<file path="src/rtl/score_pkg.sv">
// Shared types and helpers for the score controller: game states and
// two-digit BCD score representation.
package score_pkg;

    typedef enum logic [1:0] {
        IDLE = 2'd0,
        PLAY = 2'd1,
        OVER = 2'd2
    } game_state_t;

    typedef logic [3:0] bcd_digit_t;

    localparam bcd_digit_t BLANK_DIGIT = 4'hF;

    typedef struct packed {
        bcd_digit_t tens;
        bcd_digit_t units;
    } bcd2_t;

    // Tens digit decides unless equal, then units.
    function automatic logic bcd2_gt(input bcd2_t a, input bcd2_t b);
        if (a.tens != b.tens) begin
            return a.tens > b.tens;
        end
        return a.units > b.units;
    endfunction

    function automatic bcd_digit_t blank_zero(input bcd_digit_t d);
        return (d == 4'd0) ? BLANK_DIGIT : d;
    endfunction

endpackage

</file>
<file path="src/rtl/score_controller_if.sv">
// Game-side inputs and renderer-side outputs of the score controller,
// bundled so the game logic and renderer connect through one port.
interface score_controller_if;
    logic       i_v_sync;
    logic       i_scored;
    logic       i_start;
    logic       i_collision;
    logic [1:0] o_state;
    logic [3:0] o_tens;
    logic [3:0] o_units;
    logic [3:0] o_hi_tens;
    logic [3:0] o_hi_units;
    logic       o_new_high;
    logic       o_digits_visible;

    modport master (
        output i_v_sync, i_scored, i_start, i_collision,
        input  o_state, o_tens, o_units, o_hi_tens, o_hi_units,
        input  o_new_high, o_digits_visible
    );

    modport slave (
        input  i_v_sync, i_scored, i_start, i_collision,
        output o_state, o_tens, o_units, o_hi_tens, o_hi_units,
        output o_new_high, o_digits_visible
    );
endinterface

</file>
<file path="src/rtl/score_controller_sync_edge_detect.sv">
// Two-flop synchroniser followed by a registered rising-edge detector;
// an input change shows up as a one-cycle pulse three clocks later.
module sync_edge_detect (
    input  logic i_clk,
    input  logic i_rst,
    input  logic i_async,
    output logic o_pulse
);
    logic meta_q, meta_d;
    logic sync_q, sync_d;
    logic prev_q, prev_d;
    logic pulse_q, pulse_d;

    always_comb begin
        meta_d  = i_async;
        sync_d  = meta_q;
        prev_d  = sync_q;
        pulse_d = sync_q & ~prev_q;
    end

    always_ff @(posedge i_clk or posedge i_rst) begin
        if (i_rst) begin
            meta_q  <= 1'b0;
            sync_q  <= 1'b0;
            prev_q  <= 1'b0;
            pulse_q <= 1'b0;
        end else begin
            meta_q  <= meta_d;
            sync_q  <= sync_d;
            prev_q  <= prev_d;
            pulse_q <= pulse_d;
        end
    end

    assign o_pulse = pulse_q;
endmodule

</file>
<file path="src/rtl/score_controller.sv">
// Game sequencer owning the displayed score: IDLE/PLAY/OVER control,
// saturating BCD score, high score, frame-aligned display and blink.
module score_controller
    import score_pkg::*;
#(
    parameter int MAX_SCORE    = 99,
    parameter int OVER_FRAMES  = 180,
    parameter int BLINK_FRAMES = 16
) (
    input  logic               i_clk,
    input  logic               i_rst,
    score_controller_if.slave  bus
);
    localparam int FRAME_W = $clog2(OVER_FRAMES);
    localparam int BLINK_W = $clog2(BLINK_FRAMES);

    localparam logic [1:0] ST_IDLE = IDLE;
    localparam logic [1:0] ST_PLAY = PLAY;
    localparam logic [1:0] ST_OVER = OVER;

    localparam bcd2_t MAX_BCD = '{tens: 4'(MAX_SCORE / 10), units: 4'(MAX_SCORE % 10)};
    localparam bcd2_t ZERO_BCD = '{tens: 4'd0, units: 4'd0};
    localparam bcd2_t BLANK_DISP = '{tens: BLANK_DIGIT, units: 4'd0};
    localparam logic [FRAME_W-1:0] FRAME_LAST = FRAME_W'(OVER_FRAMES - 1);
    localparam logic [BLINK_W-1:0] BLINK_LAST = BLINK_W'(BLINK_FRAMES - 1);

    localparam int IDX_VS = 0;
    localparam int IDX_SC = 1;
    localparam int IDX_ST = 2;
    localparam int IDX_CO = 3;

    logic [3:0] raw_in;
    logic [3:0] pulse;

    assign raw_in = {bus.i_collision, bus.i_start, bus.i_scored, bus.i_v_sync};

    generate
        for (genvar gi = 0; gi < 4; gi++) begin : g_sync
            sync_edge_detect u_sync (
                .i_clk   (i_clk),
                .i_rst   (i_rst),
                .i_async (raw_in[gi]),
                .o_pulse (pulse[gi])
            );
        end
    endgenerate

    logic vs_p, sc_p, st_p, co_p;
    assign vs_p = pulse[IDX_VS];
    assign sc_p = pulse[IDX_SC];
    assign st_p = pulse[IDX_ST];
    assign co_p = pulse[IDX_CO];

    logic [1:0]         state_q, state_d;
    bcd2_t              score_q, score_d;
    bcd2_t              hi_q, hi_d;
    logic               new_high_q, new_high_d;
    logic [FRAME_W-1:0] frame_q, frame_d;
    logic [BLINK_W-1:0] blink_q, blink_d;
    logic               visible_q, visible_d;
    bcd2_t              disp_score_q, disp_score_d;
    bcd2_t              disp_hi_q, disp_hi_d;

    bcd2_t score_inc;
    bcd2_t score_final;

    always_comb begin
        score_inc = score_q;
        if (bcd2_gt(MAX_BCD, score_q)) begin
            if (score_q.units == 4'd9) begin
                score_inc.units = 4'd0;
                score_inc.tens  = score_q.tens + 4'd1;
            end else begin
                score_inc.units = score_q.units + 4'd1;
            end
        end
        // A collision landing with a score pulse is judged on the bumped score.
        score_final = sc_p ? score_inc : score_q;
    end

    always_comb begin
        state_d      = state_q;
        score_d      = score_q;
        hi_d         = hi_q;
        new_high_d   = new_high_q;
        frame_d      = frame_q;
        blink_d      = blink_q;
        visible_d    = visible_q;
        disp_score_d = disp_score_q;
        disp_hi_d    = disp_hi_q;

        // Display latches the values held before this cycle's update.
        if (vs_p) begin
            disp_score_d = '{tens: blank_zero(score_q.tens), units: score_q.units};
            disp_hi_d    = '{tens: blank_zero(hi_q.tens), units: hi_q.units};
        end

        case (state_q)
            ST_IDLE: begin
                if (st_p) begin
                    state_d    = ST_PLAY;
                    score_d    = ZERO_BCD;
                    new_high_d = 1'b0;
                end
            end
            ST_PLAY: begin
                score_d = score_final;
                if (co_p) begin
                    state_d   = ST_OVER;
                    frame_d   = '0;
                    blink_d   = '0;
                    visible_d = 1'b1;
                    if (bcd2_gt(score_final, hi_q)) begin
                        hi_d       = score_final;
                        new_high_d = 1'b1;
                    end
                end
            end
            ST_OVER: begin
                if (vs_p) begin
                    if (frame_q == FRAME_LAST) begin
                        state_d = ST_IDLE;
                        score_d = ZERO_BCD;
                    end else begin
                        frame_d = frame_q + 1'b1;
                    end
                    if (new_high_q) begin
                        if (blink_q == BLINK_LAST) begin
                            blink_d   = '0;
                            visible_d = ~visible_q;
                        end else begin
                            blink_d = blink_q + 1'b1;
                        end
                    end
                end
            end
            default: begin
                state_d = ST_IDLE;
            end
        endcase
    end

    always_ff @(posedge i_clk or posedge i_rst) begin
        if (i_rst) begin
            state_q      <= ST_IDLE;
            score_q      <= ZERO_BCD;
            hi_q         <= ZERO_BCD;
            new_high_q   <= 1'b0;
            frame_q      <= '0;
            blink_q      <= '0;
            visible_q    <= 1'b1;
            disp_score_q <= BLANK_DISP;
            disp_hi_q    <= BLANK_DISP;
        end else begin
            state_q      <= state_d;
            score_q      <= score_d;
            hi_q         <= hi_d;
            new_high_q   <= new_high_d;
            frame_q      <= frame_d;
            blink_q      <= blink_d;
            visible_q    <= visible_d;
            disp_score_q <= disp_score_d;
            disp_hi_q    <= disp_hi_d;
        end
    end

    assign bus.o_state          = state_q;
    assign bus.o_tens           = disp_score_q.tens;
    assign bus.o_units          = disp_score_q.units;
    assign bus.o_hi_tens        = disp_hi_q.tens;
    assign bus.o_hi_units       = disp_hi_q.units;
    assign bus.o_new_high       = new_high_q;
    assign bus.o_digits_visible = (state_q == ST_OVER && new_high_q) ? visible_q : 1'b1;
endmodule

</file>
<file path="src/flat_wrapper.sv">
// flat-port wrapper written by rule: the top's interface ports become plain ports
module score_controller_flat import score_pkg::*;
#(
    parameter int MAX_SCORE    = 99,
    parameter int OVER_FRAMES  = 180,
    parameter int BLINK_FRAMES = 16
)
  (i_clk, i_rst, bus_i_v_sync, bus_i_scored, bus_i_start, bus_i_collision, bus_o_state, bus_o_tens, bus_o_units, bus_o_hi_tens, bus_o_hi_units, bus_o_new_high, bus_o_digits_visible);
  score_controller_if bus_i ();
  input  logic i_clk;
  input  logic i_rst;
  input wire logic [$bits(bus_i.i_v_sync)-1:0] bus_i_v_sync;
  input wire logic [$bits(bus_i.i_scored)-1:0] bus_i_scored;
  input wire logic [$bits(bus_i.i_start)-1:0] bus_i_start;
  input wire logic [$bits(bus_i.i_collision)-1:0] bus_i_collision;
  output wire logic [$bits(bus_i.o_state)-1:0] bus_o_state;
  output wire logic [$bits(bus_i.o_tens)-1:0] bus_o_tens;
  output wire logic [$bits(bus_i.o_units)-1:0] bus_o_units;
  output wire logic [$bits(bus_i.o_hi_tens)-1:0] bus_o_hi_tens;
  output wire logic [$bits(bus_i.o_hi_units)-1:0] bus_o_hi_units;
  output wire logic [$bits(bus_i.o_new_high)-1:0] bus_o_new_high;
  output wire logic [$bits(bus_i.o_digits_visible)-1:0] bus_o_digits_visible;
  assign bus_i.i_v_sync = bus_i_v_sync;
  assign bus_i.i_scored = bus_i_scored;
  assign bus_i.i_start = bus_i_start;
  assign bus_i.i_collision = bus_i_collision;
  assign bus_o_state = bus_i.o_state;
  assign bus_o_tens = bus_i.o_tens;
  assign bus_o_units = bus_i.o_units;
  assign bus_o_hi_tens = bus_i.o_hi_tens;
  assign bus_o_hi_units = bus_i.o_hi_units;
  assign bus_o_new_high = bus_i.o_new_high;
  assign bus_o_digits_visible = bus_i.o_digits_visible;
  score_controller #(.MAX_SCORE(MAX_SCORE), .OVER_FRAMES(OVER_FRAMES), .BLINK_FRAMES(BLINK_FRAMES)) u_core (.i_clk(i_clk), .i_rst(i_rst), .bus(bus_i));
endmodule
</file>
<file path="config.mk">
export PLATFORM = sky130hd
export DESIGN_NAME = score_controller_flat
export DESIGN_NICKNAME = d
export VERILOG_FILES = /design/src/rtl/score_pkg.sv /design/src/rtl/score_controller_if.sv /design/src/rtl/score_controller_sync_edge_detect.sv /design/src/rtl/score_controller.sv /design/src/flat_wrapper.sv
export SDC_FILE = /design/constraint.sdc
export NUM_CORES = 1
export LEC_CHECK = 0
export CAP_MARGIN = 20
export CORE_ASPECT_RATIO = 1.25
export CORE_MARGIN = 2
export CORE_UTILIZATION = 62
export CTS_CLUSTER_DIAMETER = 120
export DETAILED_ROUTE_END_ITERATION = 7
export PLACE_DENSITY_LB_ADDON = 0.1
export SETUP_SLACK_MARGIN = 0.15
export SYNTH_ARGS = -nofsm -noshare
export SYNTH_HDL_FRONTEND = slang
export SYNTH_SLANG_ARGS = --single-unit
</file>
<file path="constraint.sdc">
create_clock -name i_clk -period 6.5 [get_ports i_clk]
set_clock_uncertainty 0.15 [all_clocks]
set_input_delay 0.65 -clock i_clk [delete_from_list [all_inputs] [get_ports i_clk]]
set_output_delay 0.65 -clock i_clk [all_outputs]
set_load 0.05 [all_outputs]
</file>
==> metrics.txt <==
EDFF count, synth=0; CTS root buf=clkbuf_8; Sink Count=64; Port Buffer Count=25; Power Total=1.15 mW; clock buffer count from CTS=9; setup slack after layout=3.40 ns; Least-Margin Pin Slew=0.930 ns; share of cells above drive strength 1=17.6%; Max VDD drop=0.194 mV; largest net degree at the start of global routing=65; Slew headroom=38.0%; clk slew on worst S/H paths=0.07 ns; PostCTS Resize Cnt=0; Top delay family on crit path=compound AO/OA/AOI/OAI gates; # placed instances=347; DIE AREA=5520 um^2; top cell type by total area after synthesis=dfrtp_1; minimum clock period=3.10 ns; initial antenna violation count=0; Bufs on Longest Clock Path=2; Non-Filler Instances=361; row count=28; Clock H-tree levels=3; final core utilization=74.7%; ys async rst share=100%; DR pass1 iterations=4; PD cells=326 nW/um^2; Final Max Tran Viols=0; Yosys top cell area share=45.0%; Area contributors post-synth=dfrtp_1 45%, dfstp_2 7.7%, ha_1 5.3%, mux2_2 5.2%, nor2_1 2.8%; sequential fraction of the synthesis area=52.7%; Vias per Instance=5.77; Syn Nets=289; Post-DRT Antenna Nets=0; DP Area=3340 um^2; Min Hold Slack=0.196 ns; CP max FO=9; setup TNS=0 ns; P_leak=1.61 nW; Hold Buf Count CTS=0; final hold vios=0; Netlist cell types=53; Total GRT Usage=22.6%; Initial Util=64.7%; CP max-delay cell=dfrtp_1; Critical Path RT=6.56 ns; WL final=5.34 mm; outcome=completed; DRC viols=0; commonest non-fill, non-tap cell in the layout=dfrtp_1; Mapped Cells=270; R2R setup slack=3.40 ns; Max Cap Viol=0; CP bufs+invs=0; Most used DFF post-synth=dfrtp_1; Yosys reg bits=64; DR WL/cell=14.8 um; Synth Area per Inst=11.3 um^2; Setup violations, final=0; RSZ-0062 raised after global routing=no; Area growth syn-to-layout=15.5%; f_max=323 MHz; I/O Pins=26; DIE HEIGHT=82.5 um; Post-CTS Setup Bufs=0; Post-Syn Area=3060 um^2; vias in the first global route=1990; Critical Path Max Stage Delay=0.48 ns; Hold Crit Class=flop to flop; Overflow after GRT=0; critical path cell sequence=and4bb_1, o2111a_1, xnor2_1, ha_1, nand2b_1, a211oi_1, o21bai_1, o211ai_4, mux2_2; fin crit share=47.7%; clk_lat worst skew=0.33 ns; most frequent cells in the layout=55 x dfrtp_1, 25 x clkdlybuf4s50_1, 23 x nor2_1; global-route wire length before repair=9.21 mm; Iteration-0 DRC Markers=156; Antenna diodes=0; crit end category=flop; nets=317; Worst setup SP type=flop; HPWL after DPL=3.69 mm; Setup WS pre-CTS=3.39 ns; placer congestion estimate=0.855; Core ar.=4730 um^2; fin area=3530 um^2; CTS tree=done; width of the die=66.8 um; critical path type=flop to flop; worst endpoint data arrival time=3.16 ns; via count=2083; yosys warns=0
cell type report:
| type | count | area, um^2 |
|---|---|---|
| sequential | 64 | 1610 |
| multi-input combinational | 178 | 1320 |
| fill | 347 | 1200 |
| timing repair buffer | 26 | 258 |
| clock buffer | 11 | 151 |
| tap | 60 | 75.1 |
| inverter | 19 | 71.3 |
| clock inverter | 3 | 42.5 |
state kept, by name, summed over array words and instances (netlist names), 2 cells and up:
signal                        count
u_core.g_sync.u_sync.prev_d       4
u_core.hi_q                       8
u_core.blink_q                    4
u_core.score_q                    8
u_core.bus.o_hi_tens              4
u_core.bus.o_hi_units             4
u_core.bus.o_tens                 4
u_core.bus.o_units                4
u_core.g_sync.u_sync.o_pulse      4
u_core.g_sync.u_sync.prev_q       4
u_core.g_sync.u_sync.meta_q       4
u_core.bus.o_state                2
u_core.frame_q                    8
worst paths after layout:
path | from | end | depth (start not counted)
worst max register to register | u_core.score_q[2]$_DFFE_PP0P_ | u_core.hi_q[7]$_DFFE_PP0P_ | 9
min in group asynchronous | i_rst | u_core.g_sync[2].u_sync.meta_q$_DFF_PP0_ | 3
max in group asynchronous | i_rst | u_core.g_sync[1].u_sync.prev_d$_DFF_PP0_ | 3
worst min-delay path | u_core.g_sync[0].u_sync.meta_q$_DFF_PP0_ | u_core.g_sync[0].u_sync.prev_d$_DFF_PP0_ | 0
worst min register to register | u_core.g_sync[0].u_sync.meta_q$_DFF_PP0_ | u_core.g_sync[0].u_sync.prev_d$_DFF_PP0_ | 0
worst max-delay path | u_core.score_q[2]$_DFFE_PP0P_ | u_core.hi_q[7]$_DFFE_PP0P_ | 9
logic make-up after synthesis:
group	count (synthesis)	share of synthesized area (%)
simple gates	77	13.9
flops	64	52.7
compound gates	62	15.1
buf+inv	28	4.09
mux	16	5.81
fa+ha+maj	13	5.32
xor+xnor	10	3.11
synth_stat cells (all sizes together) (2+ instances only):
cell type and number:
o21bai 3, nor2 23, dfrtp 55, a21o 2
o2111ai 2, inv 19, nand2 16, xnor2 5
o21ai 17, nand4 6, nor2b 7, buf 9
nor3 3, a22o 5, mux2 14, nand2b 6
ha 13, xor2 5, a31oi 5, dfstp 9
mux2i 2, nand3 7, o211ai 3, a21oi 13
a211oi 4
metal layers:
metal  vias up  share of wire [%]  track usage, %
li1       1007                  -               -
met2        40                 51            35.6
met3         7                4.0            7.05
met5         -                  0               0
met4         0                1.5            9.39
met1      1029                 44            28.9
report_power, final:
part | internal, mW | leakage, nW | switching [mW]
Clock | 0.193 | 0.0973 | 0.142
Sequential | 0.447 | 0.823 | 0.0525
Combinational | 0.119 | 0.691 | 0.197
Total | 0.759 | 1.61 | 0.391
Power figures use the tool's default switching activity.
